--- config.mk ---
export PLATFORM = sky130hd
export DESIGN_NAME = ham_scrub_ctrl
export DESIGN_NICKNAME = d
export VERILOG_FILES = /design/src/rtl/ham_pkg.sv /design/src/rtl/ham_syndrome.sv /design/src/rtl/ham_scrub_ctrl.sv
export SDC_FILE = /design/constraint.sdc
export NUM_CORES = 1
export LEC_CHECK = 0
export CAP_MARGIN = 25
export CORE_MARGIN = 2
export CORE_UTILIZATION = 25
export CTS_BUF_LIST = sky130_fd_sc_hd__clkbuf_8 sky130_fd_sc_hd__clkbuf_16
export DETAILED_ROUTE_END_ITERATION = 10
export SLEW_MARGIN = 20
export SYNTH_ARGS = -nofsm -noshare
export SYNTH_HDL_FRONTEND = slang
export SYNTH_SLANG_ARGS = --single-unit
--- constraint.sdc ---
create_clock -name clk -period 4.9 [get_ports clk]
set_input_delay 0.735 -clock clk [delete_from_list [all_inputs] [get_ports clk]]
set_output_delay 0.735 -clock clk [all_outputs]
set_load 0.01 [all_outputs]
--- src/rtl/ham_pkg.sv ---
// Shared Hamming(7,4) definitions: codeword geometry, bit positions and
// the scrubber FSM state encoding.
package ham_pkg;

   localparam int CW_W   = 7;
   localparam int DATA_W = 4;

   // Codeword bit i carries Hamming position i+1.
   localparam int P1 = 0;
   localparam int P2 = 1;
   localparam int D0 = 2;
   localparam int P4 = 3;
   localparam int D1 = 4;
   localparam int D2 = 5;
   localparam int D3 = 6;

   typedef enum logic [2:0] {
      ST_IDLE = 3'd0,
      ST_RD   = 3'd1,
      ST_CHK  = 3'd2,
      ST_WR   = 3'd3,
      ST_DONE = 3'd4
   } state_t;

endpackage

--- src/rtl/ham_syndrome.sv ---
// Combinational Hamming(7,4) syndrome and single-bit correction.
// A non-zero syndrome names the 1-based position of the bit to flip.
module ham_syndrome
   import ham_pkg::*;
(
   input  logic [CW_W-1:0] cw,
   output logic [2:0]      syndrome,
   output logic [CW_W-1:0] corrected
);

   logic [CW_W-1:0] flip;

   always_comb begin
      syndrome[0] = cw[P1] ^ cw[D0] ^ cw[D1] ^ cw[D3];
      syndrome[1] = cw[P2] ^ cw[D0] ^ cw[D2] ^ cw[D3];
      syndrome[2] = cw[P4] ^ cw[D1] ^ cw[D2] ^ cw[D3];
      flip = '0;
      if (syndrome != 3'd0) begin
         flip = CW_W'(1) << (syndrome - 3'd1);
      end
      corrected = cw ^ flip;
   end

endmodule

--- src/rtl/ham_scrub_ctrl.sv ---
// Background scrubber: reads every word, writes back the single-bit
// corrected codeword when the syndrome is non-zero, yielding to the host.
module ham_scrub_ctrl
   import ham_pkg::*;
#(
   parameter int ADDR_W = 4,
   parameter int DEPTH  = 16,
   parameter int CNT_W  = 8
) (
   input  logic              clk,
   input  logic              rst,
   input  logic              start,
   input  logic              abort,
   input  logic              host_req,
   output logic [ADDR_W-1:0] mem_addr,
   output logic              mem_rd_en,
   input  logic [CW_W-1:0]   mem_rd_data,
   output logic              mem_wr_en,
   output logic [CW_W-1:0]   mem_wr_data,
   output logic              busy,
   output logic              done,
   output logic [CNT_W-1:0]  corr_cnt,
   output logic [ADDR_W-1:0] last_err_addr
);

   localparam logic [ADDR_W-1:0] LAST = ADDR_W'(DEPTH - 1);

   state_t            state;
   state_t            state_nxt;
   logic [ADDR_W-1:0] addr;
   logic [CW_W-1:0]   corr_q;
   logic [2:0]        syn;
   logic [CW_W-1:0]   corr_w;
   logic              clr_scan;
   logic              adv;
   logic              load_corr;
   logic              wr_commit;

   ham_syndrome u_syn (
      .cw        (mem_rd_data),
      .syndrome  (syn),
      .corrected (corr_w)
   );

   always_ff @(posedge clk) begin
      if (rst) begin
         state <= ST_IDLE;
      end else begin
         state <= state_nxt;
      end
   end

   always_comb begin
      state_nxt   = state;
      mem_rd_en   = 1'b0;
      mem_wr_en   = 1'b0;
      mem_addr    = '0;
      mem_wr_data = '0;
      clr_scan    = 1'b0;
      adv         = 1'b0;
      load_corr   = 1'b0;
      wr_commit   = 1'b0;
      case (state)
         ST_IDLE: begin
            if (start) begin
               clr_scan  = 1'b1;
               state_nxt = ST_RD;
            end
         end
         ST_RD: begin
            mem_addr = addr;
            if (abort) begin
               state_nxt = ST_IDLE;
            end else if (!host_req) begin
               mem_rd_en = 1'b1;
               state_nxt = ST_CHK;
            end
         end
         ST_CHK: begin
            if (syn == 3'd0) begin
               adv = 1'b1;
            end else begin
               load_corr = 1'b1;
               state_nxt = ST_WR;
            end
         end
         ST_WR: begin
            mem_wr_en   = 1'b1;
            mem_addr    = addr;
            mem_wr_data = corr_q;
            wr_commit   = 1'b1;
            adv         = 1'b1;
         end
         ST_DONE: state_nxt = ST_IDLE;
         default: state_nxt = ST_IDLE;
      endcase
      if (adv) begin
         state_nxt = (addr == LAST) ? ST_DONE : ST_RD;
      end
      // A reset arriving mid-access must not let the strobe escape this cycle.
      if (rst) begin
         mem_rd_en = 1'b0;
         mem_wr_en = 1'b0;
      end
      busy = (state != ST_IDLE);
      done = (state == ST_DONE);
   end

   always_ff @(posedge clk) begin
      if (rst) begin
         addr          <= '0;
         corr_q        <= '0;
         corr_cnt      <= '0;
         last_err_addr <= '0;
      end else begin
         if (clr_scan) begin
            addr     <= '0;
            corr_cnt <= '0;
         end
         if (adv && (addr != LAST)) begin
            addr <= addr + 1'b1;
         end
         if (load_corr) begin
            corr_q <= corr_w;
         end
         if (wr_commit) begin
            if (corr_cnt != '1) begin
               corr_cnt <= corr_cnt + 1'b1;
            end
            last_err_addr <= addr;
         end
      end
   end

endmodule

# Yosys cells after proc, flatten, opt, wreduce, memory -nomap -nowiden
# Index checks and enable logic that the tools add are counted.
# classes
bitwise_logic,10
muxes,27
shifts,1
n_reduce_logical,8
n_eq_ne,11
n_addsub,3
# ops
op,count
two-way mux 8 bit,3
two-way mux 3 bit,6
two-way mux 7 bit,2
two-way mux 4 bit,3
case mux 3 bit (4 select lines),1
two-way mux 1 bit,11
bitwise XOR 1 bit,9
adder 8 x 1 -> 8 bit (second input constant),1
!= test 4 bit (second input constant),2
!= test 8 bit (second input constant),1
left shift 1 x 3 -> 7 bit (first input constant),1
bitwise XOR 7 bit,1
equality test 3 x 2 -> 1 bit (second input constant),2
logical NOT 3 bit,2
!= test 3 bit (second input constant),2
nonzero test 3 bit,2
adder 4 x 1 -> 4 bit (second input constant),1
equality test 4 bit (second input constant),1
AND reduction 4 bit,1
equality test 3 x 1 -> 1 bit (second input constant),1
equality test 3 bit (second input constant),1
subtractor 3 x 1 -> 3 bit (second input constant),1
!= test 2 bit (second input constant),1
case mux 1 bit (2 select lines),1
3 further kinds,3
# totals
elab_cells,65
out_inout_bits,27
register_bits,26
in_bits,12

# Logic depth before layout (Yosys ltp)
# depth
word_depth,8
mapped_depth,9
depth_no_buf,8

# Cells and area by module
# Synthesis repeated with hierarchy kept, for this count alone.
# hier_totals
cells_unflattened,180
area_unflattened_um2,1539.0
# modules_own_cells
mod,cells_each,seq_area_each_um2,n_inst,area_each_um2
ham_scrub_ctrl,152,520.5,1,1297.5
ham_syndrome,28,0.0,1,241.5

# Worst setup path before layout
# OpenSTA, ideal clock, no wires.
# synth_path
path_type,input to register
start,input mem_rd_data[0]
end,register corr_q[2]
t_arrival_ps,2350
path_stages,9
setup_ps,122
path_buffers,1
path_slack_ps,2428
required_time_ps,4778
path_cell_list,buf_4 -> xor2_1 -> nand3_1 -> nand2_1 -> ha_1 -> inv_1 -> o21ai_1 -> xnor2_1 -> o311a_1
# synth_between
elab_chain_cells,7
elab_cells_between_ends,11
classes_between,add/sub (1); shift (1); mux (3); bitwise (4); reduce/logical (2)
# synth_rtl
element,line_no,rtl
start: declaration,ham_scrub_ctrl.sv:17,"input logic [CW_W-1:0] mem_rd_data,"
bitwise XOR 1 bit (*) (3 in series),ham_syndrome.sv:14,syndrome[0] = cw[P1] ^ cw[D0] ^ cw[D1] ^ cw[D3];
subtractor 3 x 1 -> 3 bit,ham_syndrome.sv:19,flip = CW_W'(1) << (syndrome - 3'd1);
left shift 1 x 3 -> 7 bit,ham_syndrome.sv:19,
two-way mux 7 bit,ham_syndrome.sv:18,if (syndrome != 3'd0) begin
bitwise XOR 7 bit,ham_syndrome.sv:21,corrected = cw ^ flip;
end signal: assignment,ham_scrub_ctrl.sv:124,corr_q <= corr_w;
end: declaration,ham_scrub_ctrl.sv:31,logic [CW_W-1:0] corr_q;
# Mark *: on every way between the ends. The rest lies on a longest branch, timed or not.
# A chain may end at the register's enable or synchronous reset.

# Worst setup path after layout
# layout_path
start,input rst
end,output mem_rd_en
# layout_between
elab_chain_cells,1
# layout_rtl
element,line_no,rtl
start: declaration,ham_scrub_ctrl.sv:11,"input logic rst,"
two-way mux 1 bit,ham_scrub_ctrl.sv:101,if (rst) begin
end: declaration,ham_scrub_ctrl.sv:16,"output logic mem_rd_en,"
# No other way between the ends.

==> metrics.txt <==
run status completed; row count 30; chip height 87.5 um; Critical Path Fanout Max 27; fmax 308 MHz; Hold Crit Depth 2; Initial Utilization 0.258; register share of total power 0.440; die area 7650 um^2; grt total ovfl 0; worst skew pair latency 270 ps; clock-pin slew of the registers on the worst-case setup and hold paths 90 ps; Hold Path Class flip-flop to flip-flop; Synth Flop Type dfxtp_1; DP Worst Slack 1640 ps; Peak VDD IR 153 uV; max-cap viol count 0; crit share post-route 0.662; Core Region 6760 um^2; initial antenna violation count 0; Post-DRT Antenna Nets 0; measured slew at the worst slew-check pin 727 ps; Pwr Density 228 nW/um^2; DRC errors left 0; Max Slew Vio Count 0; drt wl/cell 11.8 um; CTS max path bufs 2; fin nets 263; NetSw 0.138 mW; EDFF count, synth 0; Comb power frac 0.208; clock root buffer master clkbuf_8; most frequent cells in the layout clkdlybuf4s50_1 (38), nand2_1 (26), dfxtp_1 (26), nor2_1 (24), a21oi_1 (15); clock skew 11.9 ps; post-synthesis register bit count 26; H-tree depth 1; RD Place Congestion 0.922; Antenna diodes 0; Netlist cell types 48; Leakage 0.766 nW; Die Wd 87.5 um; hold_buf cts 0; syn_nets 233; Synth top area share 0.299; CP Capture Type output pin; post-CTS sizing 0; Post-Syn Area 1740 um^2; crit path DAT 2510 ps; # port buffers 38; final core utilization 0.328; post-CTS setup buffers 0; CTS tree built; via count 1549; Final TNS setup 0 ps; Post-DP HPWL 2.94 mm; filler cell count 710; Sw Ratio 0.274; TritonCTS buffer count 3; post-layout minimum cycle time 3240 ps; Mapped Cells 218; Area growth syn-to-layout 27.2%; synth top area cells dfxtp_1 (30%), nand2_1 (5.6%), nor2_1 (5.2%), a21oi_1 (4.3%), and2_1 (4.0%); initial DRC count 54; IO Count 39; number of global-route vias before repair 1409; Async S/R FF share, synth 0; Worst setup SP type input pin; setup ws final 1660 ps; Crit path required time 4160 ps; drt via density 4.74; clock group share of total power 0.352; RSZ-0062 raised after global routing no; register area share after synthesis 0.299; mean post-synth cell area 7.99 um^2; hold_ws 464 ps; first-pass GRT wire length 6.62 mm; headroom to the max-slew limit 0.508; fin area 2210 um^2; placed cell areas 2140 um^2; synth warn 0; GRT Util Overall 0.106; Post-Route WL 3.86 mm; Initial DRT Pass Iterations 4; Setup violations, final 0; layout cell share with drive strength beyond 1 0.0891; clk sink count 26; post-synth top area cell dfxtp_1; kind of critical path input pin to output pin; pin count of the biggest net entering global routing 28; FF-to-FF path depth 5; Fin. Hold Viols 0; Internal 0.368 mW; most common cell after layout, fill and taps aside clkdlybuf4s50_1
-- synthesized netlist by cell type, types with 2 or more instances --
cell,count
dfxtp_1,26
nand2_1,26
nor2_1,24
a21oi_1,15
and2_1,11
o21ai_0,10
nand3_1,9
nor3_1,7
xnor2_1,7
clkbuf_1,5
xor2_1,5
a311oi_2,4
buf_4,4
inv_1,4
nor2b_1,4
o211ai_1,4
o21ai_1,4
or3_1,4
buf_2,3
ha_1,3
mux2i_1,3
nor4b_1,3
a211oi_2,2
a31oi_1,2
buf_6,2
nand2b_1,2
nor2_2,2
o21a_1,2
xor2_2,2
-- logic make-up after synthesis --
| kind of cell | share of synthesized area |
|---|---|
| simple gates | 0.281 |
| compound gates | 0.235 |
| flops | 0.299 |
| buf+inv | 0.0582 |
| xor+xnor | 0.0884 |
| mux | 0.0172 |
| fa+ha+maj | 0.0216 |
-- worst paths after layout --
check	startpoint	endpoint	slack (ps)
hold reg to reg	last_err_addr[0]$_SDFFE_PP0N_	last_err_addr[0]$_SDFFE_PP0N_	460
setup / recovery	rst	mem_rd_en	1660
hold / removal	last_err_addr[0]$_SDFFE_PP0N_	last_err_addr[0]$_SDFFE_PP0N_	460
setup reg to reg	state[0]$_SDFFE_PP0P_	corr_cnt[5]$_SDFF_PP0_	2650
-- worst max-delay path, stage by stage --
cell             delay [ps]
clkdlybuf4s50_1         390
buf_4                   220
or4_1                   510
nor2_1                  100
clkdlybuf4s50_1         540
-- state kept, by name (all words and copies together), names as in the netlist --
name	cells
corr_cnt	8
last_err_addr	4
corr_q	7
state	3
addr	4
-- final cells by class --
class / instances / area (um^2) / share of cell area
multi-input combinational: 174 / 1120 / 0.506
sequential: 26 / 520 / 0.235
timing repair buffer: 39 / 388 / 0.175
tap: 80 / 100 / 0.0452
clock buffer: 3 / 41.3 / 0.0186
clock inverter: 1 / 30.0 / 0.0136
inverter: 4 / 15.0 / 0.00678
-- stage by stage --
step | cells | total power, mW
after global placement | 323 | 0.333
after global routing | 327 | 0.535
after detailed placement | 323 | 0.332
final | 327 | 0.506
after floorplan | 218 | 0.308
after CTS | 327 | 0.511
-- routing by layer --
| layer | vias to the layer above | part of all wire | track usage |
|---|---|---|---|
| met5 | - | 0 | 0 |
| met4 | 0 | 0.0093 | 0.0336 |
| met3 | 2 | 0.043 | 0.0171 |
| met2 | 24 | 0.46 | 0.173 |
| met1 | 700 | 0.49 | 0.144 |
| li1 | 823 | - | - |
-- power by group through the flow --
stage | Clock (mW) | Sequential, mW | Combinational [mW]
after floorplan | 0 | 0.224 | 0.0838
after global placement | 0 | 0.228 | 0.105
after detailed placement | 0 | 0.227 | 0.105
after CTS | 0.183 | 0.223 | 0.105
after global routing | 0.193 | 0.224 | 0.118
final | 0.178 | 0.223 | 0.105
No activity file was read; power rests on OpenSTA's default activity.
